**config.mk**
```make
export PLATFORM = sky130hd
export DESIGN_NAME = dmem_arbiter
export DESIGN_NICKNAME = d
export VERILOG_FILES = /design/src/rtl/dmem_arbiter.sv
export SDC_FILE = /design/constraint.sdc
export NUM_CORES = 1
export LEC_CHECK = 0
export ABC_AREA = 1
export CORE_MARGIN = 2
export CORE_UTILIZATION = 35
export DETAILED_ROUTE_END_ITERATION = 12
export HOLD_SLACK_MARGIN = 0.12
export PLACE_DENSITY = 0.86
export SYNTH_ARGS = -nofsm -noshare
export SYNTH_HDL_FRONTEND = slang
export SYNTH_SLANG_ARGS = --single-unit
```
**constraint.sdc**
```tcl
create_clock -name clk -period 1.39 [get_ports clk]
set_input_delay 0.3475 -clock clk [delete_from_list [all_inputs] [get_ports clk]]
set_output_delay 0.3475 -clock clk [all_outputs]
set_load 0.1 [all_outputs]
```
**src/rtl/dmem_arbiter.sv**
```systemverilog
// ============================================================================
// Module      : dmem_arbiter
// Description : Two-port round-robin arbiter/sequencer for the single-port
//               data memory. Define DMEM_ARB_FIXED_PRIO_EN for fixed priority.
// Revision    : 1.0  initial release
// ============================================================================
`default_nettype none

module dmem_arbiter #(
    parameter int ADDR_W = 6,
    parameter int DATA_W = 32
) (
    input  logic              clk,
    input  logic              rst_n,
    input  logic              req0,
    input  logic              req1,
    input  logic              we0,
    input  logic              we1,
    input  logic [ADDR_W-1:0] addr0,
    input  logic [ADDR_W-1:0] addr1,
    input  logic [DATA_W-1:0] wdata0,
    input  logic [DATA_W-1:0] wdata1,
    output logic              gnt0,
    output logic              gnt1,
    output logic              rvalid0,
    output logic              rvalid1,
    output logic [DATA_W-1:0] rdata,
    output logic              mem_wr_en,
    output logic              mem_rd_en,
    output logic [ADDR_W-1:0] mem_addr,
    output logic [DATA_W-1:0] mem_wdata,
    input  logic [DATA_W-1:0] mem_rdata
);

    typedef enum logic [0:0] {
        ST_IDLE   = 1'b0,
        ST_ACCESS = 1'b1
    } state_t;

    state_t              r_state;
    state_t              w_state_nxt;
    logic                r_cmd_we;
    logic [ADDR_W-1:0]   r_cmd_addr;
    logic [DATA_W-1:0]   r_cmd_wdata;
    logic                r_owner;
    logic                r_gnt0;
    logic                r_gnt1;
    logic                r_rvalid0;
    logic                r_rvalid1;
    logic [DATA_W-1:0]   r_rdata;

    logic                w_win1;
    logic                w_load_cmd;
    logic                w_load_rdata;
    logic                w_gnt0_nxt;
    logic                w_gnt1_nxt;
    logic                w_rvalid0_nxt;
    logic                w_rvalid1_nxt;

`ifdef DMEM_ARB_FIXED_PRIO_EN
    assign w_win1 = req1 & ~req0;
`else
    // Reset to 1 so that port 0 takes the first tie.
    logic r_last_owner;

    assign w_win1 = req1 & (~req0 | ~r_last_owner);

    always_ff @(posedge clk or negedge rst_n) begin
        if (!rst_n) begin
            r_last_owner <= 1'b1;
        end else if (r_state == ST_ACCESS) begin
            r_last_owner <= r_owner;
        end
    end
`endif

    always_ff @(posedge clk or negedge rst_n) begin
        if (!rst_n) begin
            r_state <= ST_IDLE;
        end else begin
            r_state <= w_state_nxt;
        end
    end

    always_comb begin
        w_state_nxt   = r_state;
        w_load_cmd    = 1'b0;
        w_load_rdata  = 1'b0;
        w_gnt0_nxt    = 1'b0;
        w_gnt1_nxt    = 1'b0;
        w_rvalid0_nxt = 1'b0;
        w_rvalid1_nxt = 1'b0;
        case (r_state)
            ST_IDLE: begin
                if (req0 | req1) begin
                    w_load_cmd  = 1'b1;
                    w_gnt0_nxt  = ~w_win1;
                    w_gnt1_nxt  = w_win1;
                    w_state_nxt = ST_ACCESS;
                end
            end
            ST_ACCESS: begin
                if (!r_cmd_we) begin
                    w_load_rdata  = 1'b1;
                    w_rvalid0_nxt = ~r_owner;
                    w_rvalid1_nxt = r_owner;
                end
                w_state_nxt = ST_IDLE;
            end
            default: w_state_nxt = ST_IDLE;
        endcase
    end

    always_ff @(posedge clk or negedge rst_n) begin
        if (!rst_n) begin
            r_cmd_we    <= 1'b0;
            r_cmd_addr  <= '0;
            r_cmd_wdata <= '0;
            r_owner     <= 1'b0;
            r_gnt0      <= 1'b0;
            r_gnt1      <= 1'b0;
            r_rvalid0   <= 1'b0;
            r_rvalid1   <= 1'b0;
            r_rdata     <= '0;
        end else begin
            r_gnt0    <= w_gnt0_nxt;
            r_gnt1    <= w_gnt1_nxt;
            r_rvalid0 <= w_rvalid0_nxt;
            r_rvalid1 <= w_rvalid1_nxt;
            if (w_load_cmd) begin
                r_cmd_we    <= w_win1 ? we1    : we0;
                r_cmd_addr  <= w_win1 ? addr1  : addr0;
                r_cmd_wdata <= w_win1 ? wdata1 : wdata0;
                r_owner     <= w_win1;
            end
            if (w_load_rdata) begin
                r_rdata <= mem_rdata;
            end
        end
    end

    // Enables decode straight from state so an async reset drops them at once.
    assign mem_wr_en = (r_state == ST_ACCESS) &  r_cmd_we;
    assign mem_rd_en = (r_state == ST_ACCESS) & ~r_cmd_we;
    assign mem_addr  = r_cmd_addr;
    assign mem_wdata = r_cmd_wdata;
    assign gnt0      = r_gnt0;
    assign gnt1      = r_gnt1;
    assign rvalid0   = r_rvalid0;
    assign rvalid1   = r_rvalid1;
    assign rdata     = r_rdata;

endmodule

`default_nettype wire

```
==> impl_metrics.yaml <==
power_and_ir_drop:
  p_sw_frac: 0.512
  switchingPower_mw: 7.25
  p_total_mw: 14.2
  combPwrFrac: 0.623
  internal-power_mw: 6.92
  ir_worst_vdd_v: 0.00112
  seqPwrFrac: 0.252
  powerDensity_mw_per_mm2: 2120
  clkPwrFrac: 0.125
  p_leak_nw: 3.15
worst_hold_path:
  min_path_type: "in -> async"
sta:
  finClkSkew_ps: 7.61
  drv_slew: 0
  fin_ws_ps: -174
  setup_viol: 2
  rsz0062_at_grt: "true"
  holdWs_ps: 441
  hold_viol_final: 0
  timing.final.crit_period_ps: 1560
  relSlewSlack: 0.753
  worst_pin_slew_ps: 370
  min_period_over_period: 1.13
  max_freq_mhz: 639
placed_design:
  place_congestion: 0.803
  portBuffers: 189
  place_area_mm2: 0.00632
  place_ws_ps: -587
  post-dp-hpwl_um: 8580
critical_path:
  critical_path_class: "reg -> out"
  arrival_ps: 1220
  rr_startpoint: "r_state"
  crit_start: "r_state"
  critical_path.max_fanout: 2
  rr_worst_depth: 5
  start_kind: "flop"
  crit_path_end_kind: "output port"
  cp.required_ps: 1040
drt:
  vias: 3706
  drc: 0
  wire_per_inst_um: 16.6
  ant_nets: 0
  vias_per_cell: 5.01
  initialDrtViolationCount: 155
  finalWirelength_um: 12300
  dr.pass1.iters: 4
clock_tree:
  cts_buffers: 9
  clk_latency_ps: 340
  cts.sinks: 78
  cts_root_buf: "clkbuf_8"
  cts_tree: "built"
  htree_levels: 3
  clk_path_buf_depth: 2
  cts.clk_slew.worst_paths_ps: 80
outcome:
  status: "complete, but fails checks"
  violations: "setup timing"
synthesis:
  ys_warn_count: 0
  syn_avg_cell_area_um2: 8.45
  syn_inst: 407
  yosysUniqueCellTypes: 19
  syn-num-nets: 521
  ys_ff_latch: 78
  netlist_area_mm2: 0.00344
  yosysSeqAreaShare: 0.568
floorplanning:
  die-area_mm2: 0.0106
  rows: 36
  dieWidth_um: 103
  initial_utilization: 0.357
  die_h_um: 103
  io_pins: 190
  core_area_mm2: 0.00964
final_layout:
  antennaDiodeCount: 0
  multi_input_area_mm2: 0.00134
  fillers: 693
  seq_area_mm2: 0.00195
  nets: 716
  fin_area_mm2: 0.00668
  area_growth_pct: 94.1
  drive_gt1_frac: 0.214
grt:
  grt_max_degree: 36
  grt_remaining_overflow: 0
  grt_pass1_vias: 3805
  antenna_found_initial: 0
  grt_pass1_wl_um: 18700
  track_usage: 0.229
flow_run:
  maxCapViolCount: 0
## state kept, by name (all words and copies together), names as in the netlist
signal and flops:
gnt0 1, gnt1 1, mem_addr 6, mem_wdata 32, r_cmd_we 1, r_last_owner 1
r_owner 1, r_state 1, rdata 32, rvalid0 1, rvalid1 1
## final cells by class
type                    instances  area share
repair buffers                211       0.441
flip-flops and latches         78       0.293
multi-input cells             285       0.200
well taps                     133      0.0249
clock buffers                  11      0.0227
inverters                      17      0.0103
clock inverters                 5     0.00862
## cell usage in the layout (no fill, tap or decap), types with 2 or more instances in the layout
cell type,count
clkdlybuf4s50_1,110
clkbuf_8,11
nand3_1,64
nand2_2,2
nor2_4,5
nand4_1,25
inv_2,2
buf_6,2
nor2_1,3
inv_1,14
buf_4,11
dfrtp_1,76
clkbuf_16,2
nand3b_1,14
nand2_1,167
buf_12,83
clkinvlp_4,3
## power groups by stage
stage | clock network [mW] | registers (mW) | logic (mW)
after floorplan | 0 | 7.60 | 1.00
after global placement | 0 | 3.58 | 8.61
after detailed placement | 0 | 3.62 | 8.72
after CTS | 1.81 | 3.58 | 8.82
after global routing | 1.89 | 3.64 | 9.13
final | 1.77 | 3.57 | 8.83
## final timing paths
path	slack [ps]	end
min in group clk	490	rvalid0
worst max register to register	80	mem_wdata[29]
worst min-delay path	440	rdata[21]
max in group asynchronous	430	gnt0
worst max-delay path	-170	mem_rd_en
worst min register to register	490	rvalid0
## what timing repair did
item	in CTS	in global routing
cloned	3	2
gates resized for setup	10	5
hold buffers	1	0
hold endpoints to repair	19	0
setup buffers	5	0
pin swaps	3	1
endpoints found under the setup margin	67	41
## cells by family (layout without fill, tap and decap cells)
kind of cell,Yosys count,count (layout),synth area share
buf+inv,47,244,0.0651
compound gates,3,3,0.00545
flops,78,78,0.568
simple gates,279,282,0.362
## stage by stage
| stage | utilization | TNS (ps) | std cells |
|---|---|---|---|
| final | 0.693 | -268 | 740 |
| after global routing | 0.693 | -349 | 740 |
| after CTS | 0.687 | -296 | 739 |
| after detailed placement | 0.656 | -23080 | 715 |
| after global placement | 0.656 | -20920 | 715 |
| after floorplan | - | -29.7 | 407 |
## worst max-delay path: stages (launching register included)
cell	delay (ps)
dfrtp_2	390
inv_2	40
or2_4	240
clkinv_4	60
buf_12	160
## cell usage after synthesis (all sizes together)
master,n,area share
nand2,170,0.19
dfrtp,77,0.56
nand3,64,0.093
nand4,25,0.045
clkbuf,16,0.017
inv,16,0.017
buf,14,0.028
nand3b,14,0.031
nor2,5,0.0055
o21ai,2,0.0040
a21oi,1,0.0015
clkinv,1,0.0025
dfstp,1,0.0076
or2,1,0.0018
## per-layer routing
metal / track usage / wire, um
met5: 0 / 0
met4: 0.0800 / 219
met3: 0.0556 / 1300
met2: 0.411 / 6260
met1: 0.268 / 4520
Note: power is estimated with default switching activity, not from simulation.
==> variant 1 (config.mk and constraints unchanged) <==
Make the reset (`rst_n`) synchronous in 3 clocked blocks. Comments in the files are not updated.
--- a/src/rtl/dmem_arbiter.sv
+++ b/src/rtl/dmem_arbiter.sv
@@ -65,7 +65,7 @@
 
     assign w_win1 = req1 & (~req0 | ~r_last_owner);
 
-    always_ff @(posedge clk or negedge rst_n) begin
+    always_ff @(posedge clk) begin
         if (!rst_n) begin
             r_last_owner <= 1'b1;
         end else if (r_state == ST_ACCESS) begin
@@ -74,7 +74,7 @@
     end
 `endif
 
-    always_ff @(posedge clk or negedge rst_n) begin
+    always_ff @(posedge clk) begin
         if (!rst_n) begin
             r_state <= ST_IDLE;
         end else begin
@@ -111,7 +111,7 @@
         endcase
     end
 
-    always_ff @(posedge clk or negedge rst_n) begin
+    always_ff @(posedge clk) begin
         if (!rst_n) begin
             r_cmd_we    <= 1'b0;
             r_cmd_addr  <= '0;
Behaviour: differs if rst_n is asserted again (counterexample within 4 cycles, from zero or initial values and one cycle with rst_n low); with rst_n held inactive, the same outputs for 10 cycles.
==> variant 1 against the original RTL <==
  * The run still ends with setup timing left
  * Sequential cell count unchanged
  * Worst setup slack improved by 160 ps
  * Die area rose by 9.1%
  * Synthesized area is 9.5% higher
  * Via count increased by 6.0%
  * Clock skew down 0.68 ps
  * Routed wire length fell by 9.8%
  * Design area up 1.5%
Power is not compared: it rests on default switching activity, and its combinational part moved more than twofold at a synthesized area within 25%.
==> variant 1: results (changes against the original RTL) <==
Critical path
  – Crit Reg-Reg Endpoint: rdata[30]$_SDFFE_PN0P_
  – Length in cells of the worst reg-to-reg path: 6 (+1)
  – Reg2reg setup slack: 100 ps (+20 ps)
  – Top fanout value on the critical path: 3 (+1)
  – Highest-delay cell along the critical path: sky130_fd_sc_hd__dfxtp_4
  – Crit path DAT: 1060 ps (-160 ps)

Synthesis
  – FFs w/ async S/R, synth: 0% (-100 points)
  – Share of the yosys chip area belonging to registers: 41.46% (-15 points)
  – Top post-synthesis cells by area: sky130_fd_sc_hd__dfxtp_1, sky130_fd_sc_hd__nor2_1, sky130_fd_sc_hd__nand2_1, sky130_fd_sc_hd__a21boi_1, sky130_fd_sc_hd__nand3_1
  – Average cell area after synthesis: 6.885 sq um (-19%)
  – Number of nets produced by synthesis: 661 (+27%)
  – Unique masters post-synth: 26 (+7)
  – Most instantiated cells after synthesis: sky130_fd_sc_hd__nor2_1, sky130_fd_sc_hd__nand2_1, sky130_fd_sc_hd__dfxtp_1

Place
  – Worst slack, placed: -319.1 ps (+268.0 ps)
  – Area after DPL: 6504 sq um (+2.9%)
  – HPWL after detailed placement: 8369 um (-2.5%)
  – Routability congestion estimate from global placement: 0.7417 (-7.7%)

Hold path
  – Worst min path class: input port to flip-flop

Timing
  – Final setup violation count: 2 (unchanged)
  – Fin Clk Skew: 6.931 ps (-0.6790 ps)
  – Setup TNS Final: -18.93 ps (+248.9 ps)
  – Worst hold slack after final layout: 452.7 ps (+11.89 ps)
  – Setup slack after layout: -14.92 ps (+159.3 ps)

Drt
  – Iteration-0 DRC count of the detailed router: 197 (+27%)
  – Via count of the routed design: 3,927 (+6.0%)
  – Routed len/inst: 12.80 um (-23%)

Global route
  – Number of global-route vias before repair: 3,748 (-1.5%)
  – Global-route wire length before repair: 17,660 um (-5.5%)
  – Largest net degree at the start of global routing: 57 (+58%)
  – Total track usage: 19.30% (-3.6 points)

Status
  – Outcome: finished, violations left
  – Failing checks: setup timing

Finish
  – Number of standard cells in the final layout excluding fillers: 867 (+17%)
  – Share of layout cells above drive strength 1: 16.96% (-4.5 points)
## variant 1: cell count changes in the layout (fill, tap and decap cells not counted), sizes merged, moves of 3 or more
cell,delta
a21boi,+39
clkbuf,-3
dfrtp,-77
dfxtp,+78
inv,+28
nand2,-48
nand3,-24
nand3b,-14
nand4,-25
nor2,+138
nor3,+3
o21ai,+31
## variant 1: worst register-to-register path, cell delays in order, from the launching register on
cell and delay, ps:
sky130_fd_sc_hd__dfxtp_4 400, sky130_fd_sc_hd__inv_8 50, sky130_fd_sc_hd__nor2_8 90, sky130_fd_sc_hd__buf_4 140, sky130_fd_sc_hd__buf_4 280, sky130_fd_sc_hd__o21ai_0 160, sky130_fd_sc_hd__nor2_1 120
## variant 1: cells by family after synthesis
logic type / Yosys count
and+or+nand+nor: 312
buffers and inverters: 83
DFF: 78
AOI/OAI and AO/OA: 74
## variant 1: routing by layer
metal | GRT usage [%] | routed length [um] | up-vias
met5 | 0 | 0 | -
li1 | - | - | 2054
met2 | 35.09 | 5481 | 155
met3 | 7.869 | 1127 | 10
met4 | 5.861 | 163 | 0
met1 | 20.22 | 4323 | 1708
## variant 1: area by class of cell
type	instances	area [sq um]
inverter	44	178.9
tap	136	170.2
multi-input combinational	386	1760
clock buffer	10	127.6
clock inverter	6	93.84
fill	842	3590
timing repair buffer	207	2880
sequential	78	1569
## variant 1: what timing repair did
item | in CTS | in global routing
buffers inserted | 3 | 1
gates resized for setup | 8 | 2
pin swaps | 1 | 1
setup endpoints to repair | 2 | 10
## variant 1: power by group through the flow
stage          combinational, mW  sequential, mW  clock (mW)
2_1_floorplan              0.758            4.02           0
3_3_place_gp                3.44            2.70           0
3_5_place_dp                3.48            2.72           0
4_1_cts                     3.50            2.67        1.95
5_1_grt                     3.67            2.69        2.04
6_report                    3.49            2.66        1.87
==> variant 2 (config.mk and constraints unchanged) <==
Without the edit above. The parameter `DATA_W` goes from 32 to 40.
--- a/src/rtl/dmem_arbiter.sv
+++ b/src/rtl/dmem_arbiter.sv
@@ -8,7 +8,7 @@
 
 module dmem_arbiter #(
     parameter int ADDR_W = 6,
-    parameter int DATA_W = 32
+    parameter int DATA_W = 40
 ) (
     input  logic              clk,
     input  logic              rst_n,
Ports: changed (5 resized); port bits go from 190 to 230. The function was not compared with the original's and may differ.
==> variant 2 against the original RTL <==
  * The run still ends with setup timing left
  * Design area rose by 19%
  * Critical endpoint unchanged
  * Maximum frequency fell by 2.2%
  * Die area rose by 19%
  * Worst setup slack got worse by 35 ps
  * Routed wire length rose by 19%
  * Sequential cell count rose by 16
  * Clock power rose by 49%
  * Total power rose by 25%
  * Non-clock buffer count rose by 41
  * Sequential power rose by 22%
  * Synthesized area rose by 20%
==> variant 2: results (changes against the original RTL) <==
Drt
  – Routed met1 length: 5715 um (+27%)
  – Via-per-instance ratio: 5.085 (+1.5%)
  – Metal2 WL: 7308 um (+17%)
  – Iteration-0 DRC count of the detailed router: 302 (+95%)
  – Via count of the routed design: 4,383 (+18%)

Global route
  – GR Layer Usage met2: 39.24% (-1.8 points)
  – Global-route wire length before repair: 22,900 um (+23%)
  – Met1 track demand over resource in global routing: 27.33% (+0.53 points)

Timing
  – Slew @ Worst Pin: 421.9 ps (+52.06 ps)
  – Final setup violation count: 2 (unchanged)
  – Fin Clk Skew: 7.268 ps (-0.3416 ps)
  – Setup TNS Final: -406.3 ps (-138.4 ps)
  – Setup slack after layout: -208.7 ps (-34.56 ps)

Place
  – HPWL after detailed placement: 10,340 um (+21%)
  – Port Buffers: 229 (+21%)
  – Number of cells in the design after placement: 838 (+17%)
  – Routability congestion estimate from global placement: 0.8957 (+12%)
  – Area after DPL: 7543 sq um (+19%)

Status
  – Outcome: finished, violations left
  – Failing checks: setup timing

Power and ir drop
  – IR drop worst, VDD: 1.960 mV (+75%)
  – Part of the total power dissipated in sequential elements: 24.6% (-0.6 points)
  – NetSw: 8.812 mW (+22%)
  – P_leak: 3.763 nW (+19%)

Synthesis
  – Most instantiated cells after synthesis: sky130_fd_sc_hd__nand2_1, sky130_fd_sc_hd__dfrtp_1, sky130_fd_sc_hd__nand3_1
  – Share of the yosys chip area belonging to registers: 57.10% (+0.34 points)
  – Unique masters post-synth: 18 (-1)

Critical path
  – Crit path DAT: 1250 ps (+30 ps)
  – Top fanout value on the critical path: 3 (+1)

Hold path
  – Worst min path class: flip-flop to flip-flop

Clock tree
  – Clock-pin slew on the worst setup and hold paths: 60 ps (-20 ps)

Finish
  – Number of fill cells in the layout: 794 (+15%)
  – Net total in the final layout: 853 (+19%)
variant 2: cell types whose count changed after synthesis, sizes merged:
cell   before  now
nand4      25   33
nand2     170  202
dfrtp      77   93
nand3      64   80
buf        14   22
variant 2: logic make-up (layout without fill, tap and decap cells):
group	after synthesis	in the layout	synth area share (%)
buf+inv	55	284	6.254
flops	94	94	57.10
compound gates	3	3	0.3639
simple gates	335	338	36.28
variant 2: cell type report:
| class | instances | area [sq um] | share of cell area, % |
|---|---|---|---|
| Inverter | 17 | 68.82 | 0.8629 |
| Tap cell | 143 | 178.9 | 2.243 |
| Clock inverter | 5 | 82.58 | 1.035 |
| Multi-Input combinational cell | 341 | 1580 | 19.81 |
| Sequential cell | 94 | 2355 | 29.53 |
| Clock buffer | 10 | 239.0 | 2.997 |
| Timing Repair Buffer | 252 | 3471 | 43.52 |
variant 2: repair_timing:
item,CTS,global route
hold buffers,1,0
setup endpoints to repair,91,7
gates resized for setup,11,0
pin swaps,3,1
gates cloned,3,0
buffers inserted,5,1
hold endpoints to repair,93,0
variant 2: worst min-delay path by stage:
| stage | startpoint | to | slack (ps) | depth (start not counted) |
|---|---|---|---|---|
| 4_1_cts | r_last_owner$_DFFE_PN1P_ | r_last_owner$_DFFE_PN1P_ | 480 | 2 |
| 5_1_grt | r_last_owner$_DFFE_PN1P_ | r_last_owner$_DFFE_PN1P_ | 490 | 2 |
| 3_5_place_dp | rst_n | rdata[24]$_DFFE_PN0P_ | 360 | 2 |
| 2_1_floorplan | rst_n | gnt0$_DFF_PN0_ | 50 | 0 |
| 6_report | r_last_owner$_DFFE_PN1P_ | r_last_owner$_DFFE_PN1P_ | 470 | 2 |
| 3_3_place_gp | rst_n | rdata[20]$_DFFE_PN0P_ | 350 | 2 |
